$ cat src/rtl/mux8_rr_sched.sv
// Round-robin scheduler sharing one 8:1 single-bit mux among 8 requesters.
// Bounded tenures, one dead cycle between owners, registered data capture.
module mux8_rr_sched #(
  parameter int unsigned HOLD_MAX = 4,
  parameter int unsigned CNT_W    = 4
) (
  input  logic       clk,
  input  logic       rst,
  input  logic       en,
  input  logic [7:0] req,
  input  logic       mux_q,
  output logic [2:0] sel,
  output logic [7:0] gnt,
  output logic       busy,
  output logic       data_out,
  output logic       data_valid
);

  typedef enum logic [1:0] {
    ST_IDLE    = 2'd0,
    ST_GRANT   = 2'd1,
    ST_RELEASE = 2'd2
  } state_e;

  state_e           state_q, state_d;
  logic [2:0]       ptr_q, ptr_d;
  logic [2:0]       owner_q, owner_d;
  logic [CNT_W-1:0] cnt_q, cnt_d;
  logic [2:0]       sel_q, sel_d;
  logic [7:0]       gnt_q, gnt_d;
  logic             busy_q, busy_d;
  logic             data_out_q, data_out_d;
  logic             data_valid_q, data_valid_d;

  logic             win_found_s;
  logic [2:0]       win_idx_s;
  logic             tenure_end_s;

  // Returns {found, index} of the first set request scanning upward from p.
  // Iterating from the far end lets the nearest hit overwrite the result.
  function automatic logic [3:0] rr_pick(input logic [7:0] r, input logic [2:0] p);
    logic [3:0] res;
    logic [2:0] idx;
    res = 4'd0;
    for (int k = 7; k >= 0; k--) begin
      idx = p + 3'(k);
      if (r[idx]) begin
        res = {1'b1, idx};
      end else begin
        res = res;
      end
    end
    return res;
  endfunction

  // Winner selection and tenure termination conditions.
  always_comb begin
    {win_found_s, win_idx_s} = rr_pick(req, ptr_q);
    tenure_end_s = (!req[owner_q]) || (cnt_q == CNT_W'(HOLD_MAX)) || (!en);
  end

  // Next-state and next-output computation.
  always_comb begin
    state_d      = state_q;
    ptr_d        = ptr_q;
    owner_d      = owner_q;
    cnt_d        = cnt_q;
    sel_d        = sel_q;
    gnt_d        = gnt_q;
    busy_d       = busy_q;
    data_out_d   = data_out_q;
    data_valid_d = 1'b0;

    case (state_q)
      ST_IDLE, ST_RELEASE: begin
        if (en && win_found_s) begin
          state_d = ST_GRANT;
          owner_d = win_idx_s;
          sel_d   = win_idx_s;
          gnt_d   = 8'd1 << win_idx_s;
          busy_d  = 1'b1;
          cnt_d   = CNT_W'(1);
        end else begin
          state_d = ST_IDLE;
          gnt_d   = 8'd0;
          busy_d  = 1'b0;
        end
      end
      ST_GRANT: begin
        if (req[owner_q]) begin
          data_out_d   = mux_q;
          data_valid_d = 1'b1;
        end else begin
          data_valid_d = 1'b0;
        end
        // sel is deliberately held across the release so the mux stays quiet.
        if (tenure_end_s) begin
          state_d = ST_RELEASE;
          gnt_d   = 8'd0;
          busy_d  = 1'b0;
          ptr_d   = owner_q + 3'd1;
        end else begin
          cnt_d   = cnt_q + CNT_W'(1);
        end
      end
      default: begin
        state_d = ST_IDLE;
        gnt_d   = 8'd0;
        busy_d  = 1'b0;
      end
    endcase
  end

  // State and registered outputs, synchronous active-high reset.
  always_ff @(posedge clk) begin
    if (rst) begin
      state_q      <= ST_IDLE;
      ptr_q        <= 3'd0;
      owner_q      <= 3'd0;
      cnt_q        <= '0;
      sel_q        <= 3'd0;
      gnt_q        <= 8'd0;
      busy_q       <= 1'b0;
      data_out_q   <= 1'b0;
      data_valid_q <= 1'b0;
    end else begin
      state_q      <= state_d;
      ptr_q        <= ptr_d;
      owner_q      <= owner_d;
      cnt_q        <= cnt_d;
      sel_q        <= sel_d;
      gnt_q        <= gnt_d;
      busy_q       <= busy_d;
      data_out_q   <= data_out_d;
      data_valid_q <= data_valid_d;
    end
  end

  assign sel        = sel_q;
  assign gnt        = gnt_q;
  assign busy       = busy_q;
  assign data_out   = data_out_q;
  assign data_valid = data_valid_q;

endmodule
$ cat config.mk
export PLATFORM = sky130hd
export DESIGN_NAME = mux8_rr_sched
export DESIGN_NICKNAME = d
export VERILOG_FILES = /design/src/rtl/mux8_rr_sched.sv
export SDC_FILE = /design/constraint.sdc
export NUM_CORES = 1
export LEC_CHECK = 0
export CAP_MARGIN = 20
export CORE_AREA = 2 2 66 68
export DETAILED_ROUTE_END_ITERATION = 8
export DIE_AREA = 0 0 68 70
export PLACE_DENSITY = 0.84
export SLEW_MARGIN = 20
export SYNTH_ARGS = -nofsm -noshare
export SYNTH_HDL_FRONTEND = slang
export SYNTH_SLANG_ARGS = --single-unit
$ cat constraint.sdc
create_clock -name clk -period 6.7 [get_ports clk]
set_clock_uncertainty 0.15 [all_clocks]
set_input_delay 1.34 -clock clk [delete_from_list [all_inputs] [get_ports clk]]
set_output_delay 1.34 -clock clk [all_outputs]
set_load 0.01 [all_outputs]
==> run metrics, run 1 <==
status=finished clean; Final period util=0.602; worst r2r path cells=10; initial antenna violation count=0; DRT Pass-1 Iters=4; synthesized flop and latch total=22; vias in the first global route=approximately 1700; setup slack, reg-to-reg=between 2 and 3 ns; min Tclk post-route=approximately 4.0 ns; setup total negative slack=0 ns; Synth Area in Adders=0.0292; Synth warnings=0; worst r2r src=ptr_q[0]; CTS root buf=clkbuf_8; Post-Synthesis Cells=between 200 and 250; Core ar.=0.00414 mm^2; Hold Buf Count CTS=0; syn nets=approximately 250; setup ws final=2.66 ns; critical path cell sequence=clkdlybuf4s50_1 -> mux4_2 -> a221oi_2 -> a21oi_1 -> a21o_1 -> a221oi_4 -> nor3_1 -> a32o_1; P&R area growth vs syn=12.7%; largest area contributor in the netlist=dfxtp_1; final antenna-violating net count=0; leakage power=between 0.0008 and 0.0009 uW; Initial Utilization=0.517; Post-CTS Setup Bufs=0; cell area after synthesis=approximately 0.0021 mm^2; placement row count=24; DPL Wire Length=approximately 3.4 mm; Slew @ Worst Pin=approximately 0.71 ns; endpoints failing setup=0; sequential share of the synthesized area=0.205; most frequent cells in the layout=clkdlybuf4s50_1, dfxtp_1, nand2_1; Worst slew margin=0.522; Power Internal=about 270 uW; H-tree Lvls=1; number of flops mapped to enable cells by yosys=0; Worst setup SP type=input port; synthesized area per cell=roughly 9.3 um^2; largest net degree at the start of global routing=32; final slew viol count=0; Yosys top cell area share=0.205; Clock Latency Late Sink=roughly 0.27 ns; Setup CP Type=in2reg; vias per cell=about 6.3; CP Capture Type=register; crit path from=req[2]; top_reg_cell synth=dfxtp_1; total number of vias=about 1800; Synth Area in Compound Gates=0.187; grt ovf=0; post-layout util=0.583; Synth Area in XOR/XNOR=0.0280; Flop pwr share=0.350; Final GP Congestion=just under 0.9; post-CTS sizing=0; first-pass GRT wire length=slightly above 8 mm; pwr dens=168 mW/mm^2; I/O Pins=26; Iter 0 DRT Violations=95; DRC Markers=0; Critical Path Fanout Max=12; HP Class=reg2reg; final WL=roughly 4.7 mm; Largest delay share family, worst path=compound AO/OA/AOI/OAI gates; Slowest Stage Delay on Critical Path=0.66 ns; max cap viols=0; required time worst endpoint=between 6 and 7 ns; Final Hold Vio Count=0; layout cells sized above 1=0.188; Layout Nets=258; Sink Count=22; Slowest-stage cell, CP=mux4_2; max frequency=248 MHz; Buf/Inv on CP=1; RSZ-0062 raised after global routing=no; setup slack at placement=2.39 ns; sw power=138 uW; die width=68 um; Comb pwr share=0.414; per-cell routed wire length=around 16 um; largest cells by area after synthesis=dfxtp_1, mux4_2, mux2i_1, mux2_2, nand2_1; CP endpoint=gnt[3]; die area=around 0.0048 mm^2; Clk pin slew, worst setup/hold paths=~0.080 ns; Max VDD drop=0.160 mV; Antenna Cells=0; WP depth=8; switching portion of total power=0.339; ys async rst share=0; CTS Buf Count=3; TritonCTS clock tree=yes; GRT Util Overall=0.215; CP arrival=around 4 ns; number of distinct library cells after synthesis=approximately 50; PortBufs=25; Vert. Die Dim=roughly 70 um; Clock power frac=0.235; clock tree buffer depth=2; Hold Crit Start=gnt[5]; post-synthesis mux area share=0.288; main combinational cell family by area after synthesis=multiplexers; R2R Path End=gnt[3]; Post-Synth Simple-Gate Area=0.187; fillcell total=around 360; commonest non-fill, non-tap cell in the layout=clkdlybuf4s50_1
[worst min-delay path: cells and delay by family, from the launching register on]
kind,cells,cell delay (ns)
flops,1,0.32
compound gates,1,0.05
simple gates,1,0.05
[synth_stat cells, types with 2 or more instances]
cell	instances
dfxtp_1	22
nand2_1	20
nor2_1	18
mux4_2	17
mux2i_1	13
buf_2	12
inv_1	11
a21oi_1	10
mux2_2	8
clkbuf_1	7
nor3_1	7
nand2b_1	6
nand3b_1	6
ha_1	5
a211oi_1	4
nand3_1	4
nor3b_1	4
o21ai_1	4
a21o_1	3
a32o_1	3
buf_6	3
nand4_1	3
o31ai_1	3
xnor2_1	3
a211o_2	2
a221oi_1	2
nand2b_4	2
o21ai_0	2
o311ai_0	2
o41ai_2	2
xor2_1	2
[area by class of cell]
| class | count | area (um^2) | share of cell area |
|---|---|---|---|
| inverters | 11 | 41.3 | 0.0171 |
| repair buffers | 28 | 273 | 0.113 |
| well taps | 52 | 65.1 | 0.0269 |
| clock buffers | 4 | 55.1 | 0.0228 |
| flip-flops and latches | 22 | 440 | 0.182 |
| multi-input cells | 175 | 1540 | 0.638 |
[stage by stage]
step	power [uW]	cell area, um^2	hold slack [ns]	instances
after floorplan	275	2140	0.320	230
after global placement	309	2360	0.289	288
after detailed placement	312	2360	0.287	288
after CTS	407	2420	0.299	292
after global routing	427	2420	0.319	292
final	406	2420	0.295	292
[per-layer routing]
| layer | up-vias | GRT usage | wire (um) |
|---|---|---|---|
| li1 | 890 | - | - |
| met1 | 873 | 0.346 | 2160 |
| met2 | 69 | 0.305 | 2270 |
| met3 | 5 | 0.0338 | 276 |
| met4 | 0 | 0.0333 | 40 |
| met5 | - | 0 | 0 |
[power groups by stage]
stage	Sequential, uW	Combinational (uW)	Clock [uW]
after global routing	143	183	100
final	142	168	95.6
after global placement	146	164	0
after detailed placement	145	167	0
after CTS	142	167	96.7
after floorplan	147	128	0
[logic make-up after synthesis]
logic type	count (synthesis)
fa+ha+maj	5
compound gates	49
simple gates	76
mux	39
buf+inv	33
flops	22
xor+xnor	6
[flip-flops by register name, indices dropped and copies added, names as in the netlist]
name / cells
sel: 3
busy: 1
gnt: 8
data_out: 1
ptr_q: 3
state_q: 1
data_valid: 1
cnt_q: 4
[worst min path at each step]
| stage | endpoint | depth (start not counted) | slack (ns) |
|---|---|---|---|
| 6_report | gnt[5] | 2 | 0.29 |
| 5_1_grt | gnt[5] | 2 | 0.32 |
| 4_1_cts | gnt[5] | 2 | 0.30 |
| 3_5_place_dp | gnt[5] | 2 | 0.29 |
| 3_3_place_gp | gnt[6] | 2 | 0.29 |
| 2_1_floorplan | gnt[5] | 2 | 0.32 |
No activity file was read; power rests on OpenSTA's default activity.
==> run 2, diff against run 1 <==
Clock period 6.7 ns to 4 ns, I/O delays scaled along.
==> run metrics, run 2 (synthesis gave the netlist of run 1 again) <==
PortBufs=25; per-cell routed wire length=17.2 um; I/O Pins=26; commonest non-fill, non-tap cell in the layout=clkdlybuf4s50_1; CP arrival=3.51 ns; die width=~68 um; worst r2r src=ptr_q[0]; pwr dens=~280 mW/mm^2; Clock power frac=0.229; Antenna Cells=0; HP Class=reg2reg; Final GP Congestion=around 0.82; Worst slew margin=0.510; max cap viols=0; Buf/Inv on CP=1; Setup CP Type=in2reg; setup slack, reg-to-reg=around 0.63 ns; Critical Path Fanout Max=14; Iter 0 DRT Violations=125; grt ovf=0; R2R Path End=gnt[1]; initial antenna violation count=0; Max VDD drop=0.292 mV; max frequency=286 MHz; clock tree buffer depth=2; Final Hold Vio Count=0; CTS root buf=clkbuf_8; vias in the first global route=around 1800; Power Internal=452 uW; Endpoint, Worst Hold=gnt[6]; status=finished clean; post-CTS sizing=0; Hold Path Depth=2; sw power=between 200 and 250 uW; DRT Pass-1 Iters=4; largest net degree at the start of global routing=31; first-pass GRT wire length=8.58 mm; Layout Nets=between 200 and 300; total number of vias=1915; min Tclk post-route=3.50 ns; Largest delay share family, worst path=multiplexers; critical path cell sequence=clkdlybuf4s50_1 -> mux4_2 -> mux2_2 -> nand2b_1 -> o32ai_1 -> a211o_2 -> nor2_1 -> a32o_1; H-tree Lvls=1; Hold Buf Count CTS=0; worst hold slack=~0.29 ns; Initial Utilization=0.517; DPL Wire Length=between 3 and 4 mm; RSZ-0062 raised after global routing=no; DRC Markers=0; worst r2r path cells=9; placement row count=24; Clk pin slew, worst setup/hold paths=0.08 ns; endpoints failing setup=0; final WL=about 5.1 mm; Largest register FFs=8; Final period util=0.875; Slowest-stage cell, CP=clkdlybuf4s50_1; Worst setup SP type=input port; Slowest Stage Delay on Critical Path=approximately 0.67 ns; Vert. Die Dim=70 um; required time worst endpoint=around 4 ns; most frequent cells in the layout=clkdlybuf4s50_1, dfxtp_1, nand2_1; P&R area growth vs syn=13.8%; CTS Buf Count=3; Sink Count=22; Comb pwr share=0.420; Slew @ Worst Pin=between 0.7 and 0.8 ns; final slew viol count=0; TritonCTS clock tree=yes; GRT Util Overall=0.228; setup total negative slack=0 ns; Hold Crit Start=gnt[6]; Post-CTS Setup Bufs=0; layout cells sized above 1=0.198; Flop pwr share=0.351; final antenna-violating net count=0; Core ar.=approximately 0.0041 mm^2; switching portion of total power=0.338; leakage power=around 0.00088 uW; Clock Latency Late Sink=roughly 0.26 ns; die area=0.00476 mm^2; vias per cell=~6.5; CP Capture Type=register
[run 2: cell type report]
type	instances	area, um^2
fill	351	1710
multi-input combinational	175	1540
sequential	22	440
timing repair buffer	31	295
tap	52	65.1
clock buffer	4	55.1
inverter	11	41.3
[run 2: how the worst max path moves through the flow]
| stage | startpoint | to | slack [ns] | depth (start not counted) |
|---|---|---|---|---|
| after global routing | req[5] | gnt[4] | 0.35 | 8 |
| after detailed placement | req[5] | gnt[4] | 0.30 | 8 |
| after floorplan | ptr_q[0] | gnt[3] | 0.71 | 12 |
| final | req[5] | gnt[4] | 0.50 | 8 |
| after global placement | req[5] | gnt[4] | 0.36 | 8 |
| after CTS | req[5] | gnt[4] | 0.54 | 8 |
[run 2: metrics by stage]
stage	power [uW]	setup WS (ns)	area, um^2	instances	utilization
after CTS	684	0.544	2440	295	0.588
after detailed placement	527	0.297	2380	291	0.575
after floorplan	460	0.706	2140	230	-
after global routing	723	0.354	2440	295	0.588
after global placement	520	0.359	2380	291	0.575
final	684	0.501	2440	295	0.588
[run 2: worst min-delay path, stage by stage (launching register included)]
cell	delay (ns)
dfxtp_1	0.31
nand2_1	0.05
o21ai_1	0.05
[run 2: power groups by stage]
stage                     combinational (uW)  sequential, uW  clock [uW]
after floorplan                          214             246           0
after global placement                   276             245           0
after detailed placement                 282             245           0
after CTS                                285             240         159
after global routing                     311             242         170
final                                    287             240         157
[run 2: routing by layer]
layer / GRT usage / wire, um / up-vias
li1: - / - / 891
met1: 0.344 / 2170 / 952
met2: 0.348 / 2600 / 70
met3: 0.0338 / 291 / 2
met4: 0.0400 / 14 / 0
met5: 0 / 0 / -
